## src/rtl/piso_pkg.sv

```systemverilog
// Shared types and sizing for the piso_tx serialiser.
// Build option: define PISO_TX_PARITY_EN to append an even-parity bit to every word.
package piso_pkg;

    typedef enum logic {
        IDLE  = 1'b0,
        SHIFT = 1'b1
    } piso_state_t;

`ifdef PISO_TX_PARITY_EN
    localparam bit PISO_PARITY = 1'b1;
`else
    localparam bit PISO_PARITY = 1'b0;
`endif

    // Serial bits per word: the data bits plus the optional trailing parity bit.
    function automatic int piso_nbits(input int width, input bit parity);
        return parity ? width + 1 : width;
    endfunction

endpackage

```

## src/rtl/piso_tx_if.sv

```systemverilog
// Word handshake and serial output bundle for piso_tx.
// master = upstream word source, slave = the serialiser.
interface piso_tx_if #(
    parameter int WIDTH = 8
);
    logic [WIDTH-1:0] din;
    logic             din_valid;
    logic             din_ready;
    logic             q;
    logic             qbar;
    logic             frame;
    logic             busy;

    modport master (
        output din, din_valid,
        input  din_ready, q, qbar, frame, busy
    );

    modport slave (
        input  din, din_valid,
        output din_ready, q, qbar, frame, busy
    );
endinterface

```

## src/rtl/piso_bit_cnt.sv

```systemverilog
// Loadable bit-position counter for piso_tx; tc flags the last bit of a word.
module piso_bit_cnt #(
    parameter int CW   = 4,
    parameter int LAST = 7
) (
    input  logic          clk,
    input  logic          rst,
    input  logic          load,
    input  logic          en,
    output logic [CW-1:0] cnt,
    output logic          tc
);
    logic [CW-1:0] cnt_reg;

    always_ff @(posedge clk or posedge rst) begin
        if (rst) begin
            cnt_reg <= '0;
        end else if (load) begin
            cnt_reg <= '0;
        end else if (en) begin
            cnt_reg <= cnt_reg + CW'(1);
        end
    end

    assign cnt = cnt_reg;
    assign tc  = (cnt_reg == CW'(LAST));

endmodule

```

## src/rtl/piso_tx.sv

```systemverilog
// Parallel-in serial-out transmitter: one bit per clock, words stream back-to-back.
// Build option: PISO_TX_PARITY_EN appends an even-parity bit after the data bits.
module piso_tx
    import piso_pkg::*;
#(
    parameter int WIDTH     = 8,
    parameter int MSB_FIRST = 1
) (
    input  logic     clk,
    input  logic     rst,
    piso_tx_if.slave bus
);
    localparam int NBITS = piso_nbits(WIDTH, PISO_PARITY);
    localparam int CW    = $clog2(WIDTH + 1);

    piso_state_t      state_reg, state_next;
    logic [WIDTH-1:0] sr_reg, sr_next;
    logic             par_reg, par_next;
    logic             q_reg, q_next;
    logic             qbar_reg;
    logic             frame_reg, frame_next;
    logic             busy_reg, busy_next;

    logic [CW-1:0]    cnt;
    logic             tc;
    logic             cnt_load;
    logic             cnt_en;
    logic             din_ready;
    logic             accept;
    logic             sr_bit;
    logic [WIDTH-1:0] sr_shifted;
    logic             din_first;
    logic [WIDTH-1:0] din_rest;

    piso_bit_cnt #(
        .CW   (CW),
        .LAST (NBITS - 1)
    ) u_cnt (
        .clk  (clk),
        .rst  (rst),
        .load (cnt_load),
        .en   (cnt_en),
        .cnt  (cnt),
        .tc   (tc)
    );

    // Ready depends only on registered state so upstream sees no path from din_valid.
    assign din_ready = (state_reg == IDLE) || ((state_reg == SHIFT) && tc);
    assign accept    = bus.din_valid && din_ready;

    // The register holds only the bits not yet sent; the first bit goes straight to q.
    always_comb begin
        if (MSB_FIRST != 0) begin
            din_first  = bus.din[WIDTH-1];
            din_rest   = {bus.din[WIDTH-2:0], 1'b0};
            sr_bit     = sr_reg[WIDTH-1];
            sr_shifted = {sr_reg[WIDTH-2:0], 1'b0};
        end else begin
            din_first  = bus.din[0];
            din_rest   = {1'b0, bus.din[WIDTH-1:1]};
            sr_bit     = sr_reg[0];
            sr_shifted = {1'b0, sr_reg[WIDTH-1:1]};
        end
    end

    always_comb begin
        state_next = state_reg;
        sr_next    = sr_reg;
        par_next   = par_reg;
        q_next     = 1'b0;
        frame_next = 1'b0;
        busy_next  = 1'b0;
        cnt_load   = 1'b0;
        cnt_en     = 1'b0;

        if (accept) begin
            state_next = SHIFT;
            sr_next    = din_rest;
            par_next   = PISO_PARITY ? ^bus.din : 1'b0;
            q_next     = din_first;
            frame_next = 1'b1;
            busy_next  = 1'b1;
            cnt_load   = 1'b1;
        end else if (state_reg == SHIFT) begin
            if (tc) begin
                state_next = IDLE;
                sr_next    = '0;
                cnt_load   = 1'b1;
            end else begin
                // After the last data bit the stored parity takes the line.
                q_next     = (PISO_PARITY && (cnt == CW'(WIDTH - 1))) ? par_reg : sr_bit;
                sr_next    = sr_shifted;
                frame_next = 1'b1;
                busy_next  = 1'b1;
                cnt_en     = 1'b1;
            end
        end
    end

    always_ff @(posedge clk or posedge rst) begin
        if (rst) begin
            state_reg <= IDLE;
            sr_reg    <= '0;
            par_reg   <= 1'b0;
            q_reg     <= 1'b0;
            qbar_reg  <= 1'b1;
            frame_reg <= 1'b0;
            busy_reg  <= 1'b0;
        end else begin
            state_reg <= state_next;
            sr_reg    <= sr_next;
            par_reg   <= par_next;
            q_reg     <= q_next;
            qbar_reg  <= ~q_next;
            frame_reg <= frame_next;
            busy_reg  <= busy_next;
        end
    end

    assign bus.din_ready = din_ready;
    assign bus.q         = q_reg;
    assign bus.qbar      = qbar_reg;
    assign bus.frame     = frame_reg;
    assign bus.busy      = busy_reg;

endmodule
```

## src/flat_wrapper.sv

```systemverilog
// flat-port wrapper written by rule: the top's interface ports become plain ports
module piso_tx_flat import piso_pkg::*;
#(
    parameter int WIDTH     = 8,
    parameter int MSB_FIRST = 1
)
  (clk, rst, bus_din, bus_din_valid, bus_din_ready, bus_q, bus_qbar, bus_frame, bus_busy);
  piso_tx_if #(.WIDTH(WIDTH)) bus_i ();
  input  logic clk;
  input  logic rst;
  input wire logic [$bits(bus_i.din)-1:0] bus_din;
  input wire logic [$bits(bus_i.din_valid)-1:0] bus_din_valid;
  output wire logic [$bits(bus_i.din_ready)-1:0] bus_din_ready;
  output wire logic [$bits(bus_i.q)-1:0] bus_q;
  output wire logic [$bits(bus_i.qbar)-1:0] bus_qbar;
  output wire logic [$bits(bus_i.frame)-1:0] bus_frame;
  output wire logic [$bits(bus_i.busy)-1:0] bus_busy;
  assign bus_i.din = bus_din;
  assign bus_i.din_valid = bus_din_valid;
  assign bus_din_ready = bus_i.din_ready;
  assign bus_q = bus_i.q;
  assign bus_qbar = bus_i.qbar;
  assign bus_frame = bus_i.frame;
  assign bus_busy = bus_i.busy;
  piso_tx #(.WIDTH(WIDTH), .MSB_FIRST(MSB_FIRST)) u_core (.clk(clk), .rst(rst), .bus(bus_i));
endmodule
```

## config.mk

```make
export PLATFORM = sky130hd
export DESIGN_NAME = piso_tx_flat
export DESIGN_NICKNAME = d
export VERILOG_FILES = /design/src/rtl/piso_pkg.sv /design/src/rtl/piso_tx_if.sv /design/src/rtl/piso_bit_cnt.sv /design/src/rtl/piso_tx.sv /design/src/flat_wrapper.sv
export SDC_FILE = /design/constraint.sdc
export NUM_CORES = 1
export LEC_CHECK = 0
export BUFFER_PORTS_ARGS = -buffer_cell sky130_fd_sc_hd__buf_2
export CORE_AREA = 2 2 39 41
export CTS_CLUSTER_SIZE = 25
export DETAILED_ROUTE_END_ITERATION = 8
export DIE_AREA = 0 0 41 43
export HOLD_SLACK_MARGIN = 0.12
export PLACE_DENSITY = 0.77
export SETUP_SLACK_MARGIN = 0.02
export SLEW_MARGIN = 10
export SYNTH_ARGS = -nofsm -noshare
export SYNTH_HDL_FRONTEND = slang
export SYNTH_SLANG_ARGS = --single-unit
```

## constraint.sdc

```tcl
create_clock -name clk -period 2.5 [get_ports clk]
set_clock_uncertainty 0.2 [all_clocks]
set_input_delay 0.125 -clock clk [delete_from_list [all_inputs] [get_ports clk]]
set_output_delay 0.125 -clock clk [all_outputs]
set_load 0.02 [all_outputs]
```

# After elaboration in Yosys (flattened, before gate mapping)
# Index checks and enable logic that the tools add are counted.
# Widths: inputs -> output; s select.
# totals
register_bits	15
inputBits	11
out_inout_bits	5
elab_cells	29
# classes
n_addsub	1
eq_ne	1
mux	15
n_bitwise	2
reduce_logical	5
# op_table
operator	count
$mux 8	3
$mux 1	10
$mux 4	2
$add 4x1->4 const B	1
$eq 4x3->1 const B	1
$reduce_bool 2->1	2
$logic_and 1x1->1	2
$not 1->1	2
$logic_or 1x1->1	1

# Depth between registers and ports, before layout
# logic_depth
ltp_word	7
mapped_depth	6
ltp_nobuf	5

# Hierarchy
# From an unflattened synthesis, not the netlist that was laid out.
# unflattened
cells_unflattened	71
area_unflattened_um2	775.7
# by_module_without_submodules
mod	instances	cells_each	area_each_um2	seq_area_each_um2
piso_tx	1	52	571.8	251.5
piso_bit_cnt	1	19	203.9	100.1

# Least setup slack after synthesis
# Ideal clock, no wire load.
# synth_path
path_type	flip-flop to flip-flop
from	register u_core.u_cnt.cnt_reg[0], in the netlist u_core.u_cnt.cnt[0]
to	register u_core.sr_reg[1]
setup_time_ns	0.122
arrival_time_ns	1.369
t_required_ns	2.178
setup_slack_ns	0.810
stages_incl_launch_ff	7
path_buffers	1
period_less_slack_ns	1.690
path_cell_list	dfrtp_1 ha_1 nand3b_4 and2_4 buf_6 inv_1 a32o_1
# synth_via
elab_chain_len	5
word_cells_on_any_way	8
cone_classes	eq/ne (1); mux (3); reduce/logical (4)
# synth_lines
item	line	source
start, declared	piso_bit_cnt.sv:13	logic [CW-1:0] cnt_reg;
start signal, assigned	piso_bit_cnt.sv:21	cnt_reg <= cnt_reg + CW'(1);
$eq 4x3->1 (*)	piso_bit_cnt.sv:26	assign tc = (cnt_reg == CW'(LAST));
$logic_and 1x1->1 (*)	piso_tx.sv:48	assign din_ready = (state_reg == IDLE) || ((state_reg == SHIFT) && tc);
$logic_or 1x1->1 (*)	piso_tx.sv:48	
named net bus_din_ready	flat_wrapper.sv:13	output wire logic [$bits(bus_i.din_ready)-1:0] bus_din_ready;
$logic_and 1x1->1 (*)	piso_tx.sv:49	assign accept = bus.din_valid && din_ready;
$mux 8 / $reduce_bool 2->1 (equally long branches)	--	
end signal, assigned	piso_tx.sv:111	sr_reg <= sr_next;
end, declared	piso_tx.sv:17	logic [WIDTH-1:0] sr_reg, sr_next;
# Mark *: on every way through the listed nets, which the timed path passes. The rest lies on a longest branch. The select of a mux whose other input is x is not followed.
# A chain may end at the register's enable or synchronous reset.

# Final worst setup path
# layout_path
from	register u_core.u_cnt.cnt_reg[0], in the netlist u_core.u_cnt.cnt[0]
to	register u_core.sr_reg[1]
# layout_via
elab_chain_len	5
word_cells_on_any_way	8
cone_classes	eq/ne (1); mux (3); reduce/logical (4)
# layout_lines
item	line
$eq 4x3->1 (*)	piso_bit_cnt.sv:26
$logic_and 1x1->1	piso_tx.sv:48
$logic_or 1x1->1	piso_tx.sv:48
$logic_and 1x1->1	piso_tx.sv:49
$mux 8 / $reduce_bool 2->1 (equally long branches)	--
# Mark *: on every way between the ends. The rest lies on a longest branch, timed or not. The select of a mux whose other input is x is not followed.

==> impl_results.md <==
- Status: finished clean
- Ports: 16
- Critical path origin: u_core.u_cnt.cnt[0]
- Worst hold path class: in -> async
- Max reg flops: 7
- Post-synth top area share: 51.4%
- Final hold violation count: 0
- Share of layout cells above drive strength 1: 27.2%
- Switching portion of total power: 33.8%
- Routed vias/inst: 5.14
- Vias in the first global route: 529
- CTS buffer count: 3
- Final number of setup-violating endpoints: 0
- R2R Path Start: u_core.u_cnt.cnt[0]
- Net count after synthesis: 66
- Clock-pin slew on the worst setup and hold paths: 0.09 ns
- Post-CTS Hold Fix Bufs: 11
- 1st-pass router iterations: 4
- Power Density: 960 mW/mm²
- Synth area leaders: dfrtp_1 51%, a221o_1 9.5%, and2_1 4.9%, dfstp_2 4.2%, o21ai_0 4.0%
- CTS tree: built
- CP cell instances: ha_1 -> nand3b_4 -> and2_4 -> inv_1 -> a32o_1 -> dlygate4sd3_1
- Post-synthesis cell type count: 23
- Crit-path max FO: 10
- Full die area: 0.00176 mm²
- Post-synthesis register bit count: 14
- Fin crit share: 88.6%
- Final net count: 94
- Fmax: 0.452 GHz
- Layout area overhead: 34.4%
- Post-synth EDFFs: 0
- Combinational share of power: 34.6%
- # rows: 14
- N_diodes: 0
- Critical Path RT: 2.46 ns
- Fraction of registers with async set/reset: 100%
- CP max-delay cell: dlygate4sd3_1
- Most common cell in the netlist: dfrtp_1
- Worst path max stage delay: 0.56 ns
- Die H: 43 µm
- Slew HR: 56.3%
- Setup Crit Path Kind: reg -> reg
- Tmin final: 2.21 ns
- Clock power share: 19.4%
- H-tree depth: 1
- Area of the core: 0.00138 mm²
- Yosys warns: 0
- RePlAce Congestion: 0.723
- Switch Pwr: 0.276 mW
- Startpoint types: flop
- Setup Fix Bufs, Post-CTS: 0
- Internal power: 0.540 mW
- Post-synth top cells: 13 x dfrtp_1, 6 x a221o_1, 5 x and2_1, 5 x nand2_1, 5 x o21ai_0
- Routed vias: 499
- Mapped Area: 633 µm²
- Final Non-Filler Cells: 97
- Setup crit end kind: flop
- Mapped Cells: 54
- Worst Tran Pin Value: 0.649 ns
- Worst-Skew Late Latency: 0.28 ns
- IO buf count: 15
- Seq/Total Area, Yosys: 55.5%
- CTS-repair resized insts: 0
- Util after Layout: 61.5%
- Grt ovf: 0
- Final TNS setup: 0 ns
- Critical Path AT: 2.18 ns
- CTS sink cnt: 14
- Pleak: 0.423 nW
- Max-cap violations: 0
- Initial antenna violation count: 0
- Final Max Tran Viols: 0
- DRC: 0
- Worst vdd ir: 0.697 mV
- DRT antenna net count: 0
- Starting Density: 45.8%
- FILL cells: 123
- Total Routed Length: 1.26 mm
- Overall Global Routing Usage: 19.6%
- Syn_area_per_cell: 11.7 µm²
- First-pass GRT wire length: 2.30 mm
- Root Driver: clkbuf_4
- Inst Count DP: 82
- Max clock buf depth: 2
- HPWL after DPL: 847 µm
- Cell taking the most area after synthesis: dfrtp_1
- Part of the power in registers: 45.9%
- Most frequently used flop master after synthesis: dfrtp_1
- DR WL/cell: 13.0 µm
- RSZ-0062 raised after global routing: false
- Largest net degree at the start of global routing: 15
- DR iter-0 viols: 9
- Die X: 41 µm
stage by stage:
| step | setup WS, ns | hold slack [ns] | power, mW | instance area [µm²] |
|---|---|---|---|---|
| after floorplan | 0.810 | -0.186 | 0.589 | 633 |
| after global placement | 0.815 | -0.0161 | 0.635 | 704 |
| after detailed placement | 0.709 | -0.0152 | 0.648 | 704 |
| after CTS | 0.269 | 0.237 | 0.823 | 851 |
| after global routing | 0.169 | 0.275 | 0.884 | 851 |
| final | 0.285 | 0.214 | 0.816 | 851 |
layout by cell type (no fill, tap or decap):
master,n
buf_2,15
dfrtp_1,13
dlygate4sd3_1,11
a221o_1,6
and2_1,5
nand2_1,5
o21ai_0,5
clkbuf_4,3
inv_1,2
nand3_1,2
nand3b_4,1
and2_4,1
a21boi_0,1
nor2_1,1
a22o_1,1
nor2b_1,1
a32o_1,1
o21a_1,1
nand2b_1,1
xor2_1,1
a21oi_1,1
ha_1,1
clkbuf_8,1
dfstp_2,1
routing by layer:
layer  global-route usage, %  wire, µm  vias up  share of wire [%]
met5                       0         0        -                  0
li1                        -         -      248                  -
met4                    10.0         9        0               0.71
met3                    3.14        37        2                2.9
met1                    26.5       572      239                 45
met2                    29.1       643       10                 51
power groups by stage:
stage | clock (mW) | combinational [mW] | sequential [mW]
CTS | 0.162 | 0.286 | 0.375
global route | 0.174 | 0.322 | 0.387
finish | 0.159 | 0.283 | 0.375
global placement | 0 | 0.261 | 0.373
floorplan | 0 | 0.213 | 0.376
detailed placement | 0 | 0.269 | 0.380
area by class of cell:
type,count,area (µm²),share of cell area [%]
tap,16,20.0,2.35
sequential,14,352,41.3
clock buffer,4,36.3,4.26
inverter,2,7.51,0.882
timing repair buffer,26,185,21.8
multi-input combinational,35,250,29.4
worst paths after layout:
check	end	slack, ns	depth (start not counted)
min	u_core.sr_reg[6]	0.21	3
min in group clk	u_core.sr_reg[5]	0.33	1
max	u_core.sr_reg[1]	0.29	6
max reg2reg	u_core.sr_reg[1]	0.29	6
max in group asynchronous	u_core.bus.qbar	1.51	3
min reg2reg	u_core.sr_reg[5]	0.33	1
cells by family (layout without fill, tap and decap cells):
family / count (synthesis) / after routing / share of synthesized area (%)
AO/OA/AOI/OAI: 16 / 16 / 19.6
XOR/XNOR: 1 / 1 / 1.38
adder cells (fa/ha/maj): 1 / 1 / 1.98
buffers and inverters: 5 / 32 / 4.94
flip-flops: 14 / 14 / 55.5
AND/OR/NAND/NOR: 17 / 17 / 16.6
critical path: cells and delay by family, from the launching register on:
family / cells / cell delay (ns)
and+or+nand+nor: 2 / 0.31
adders and majority gates: 1 / 0.27
buffers and inverters: 2 / 0.66
AOI/OAI and AO/OA: 1 / 0.25
DFF: 1 / 0.42
(Power assumes the default switching activity.)
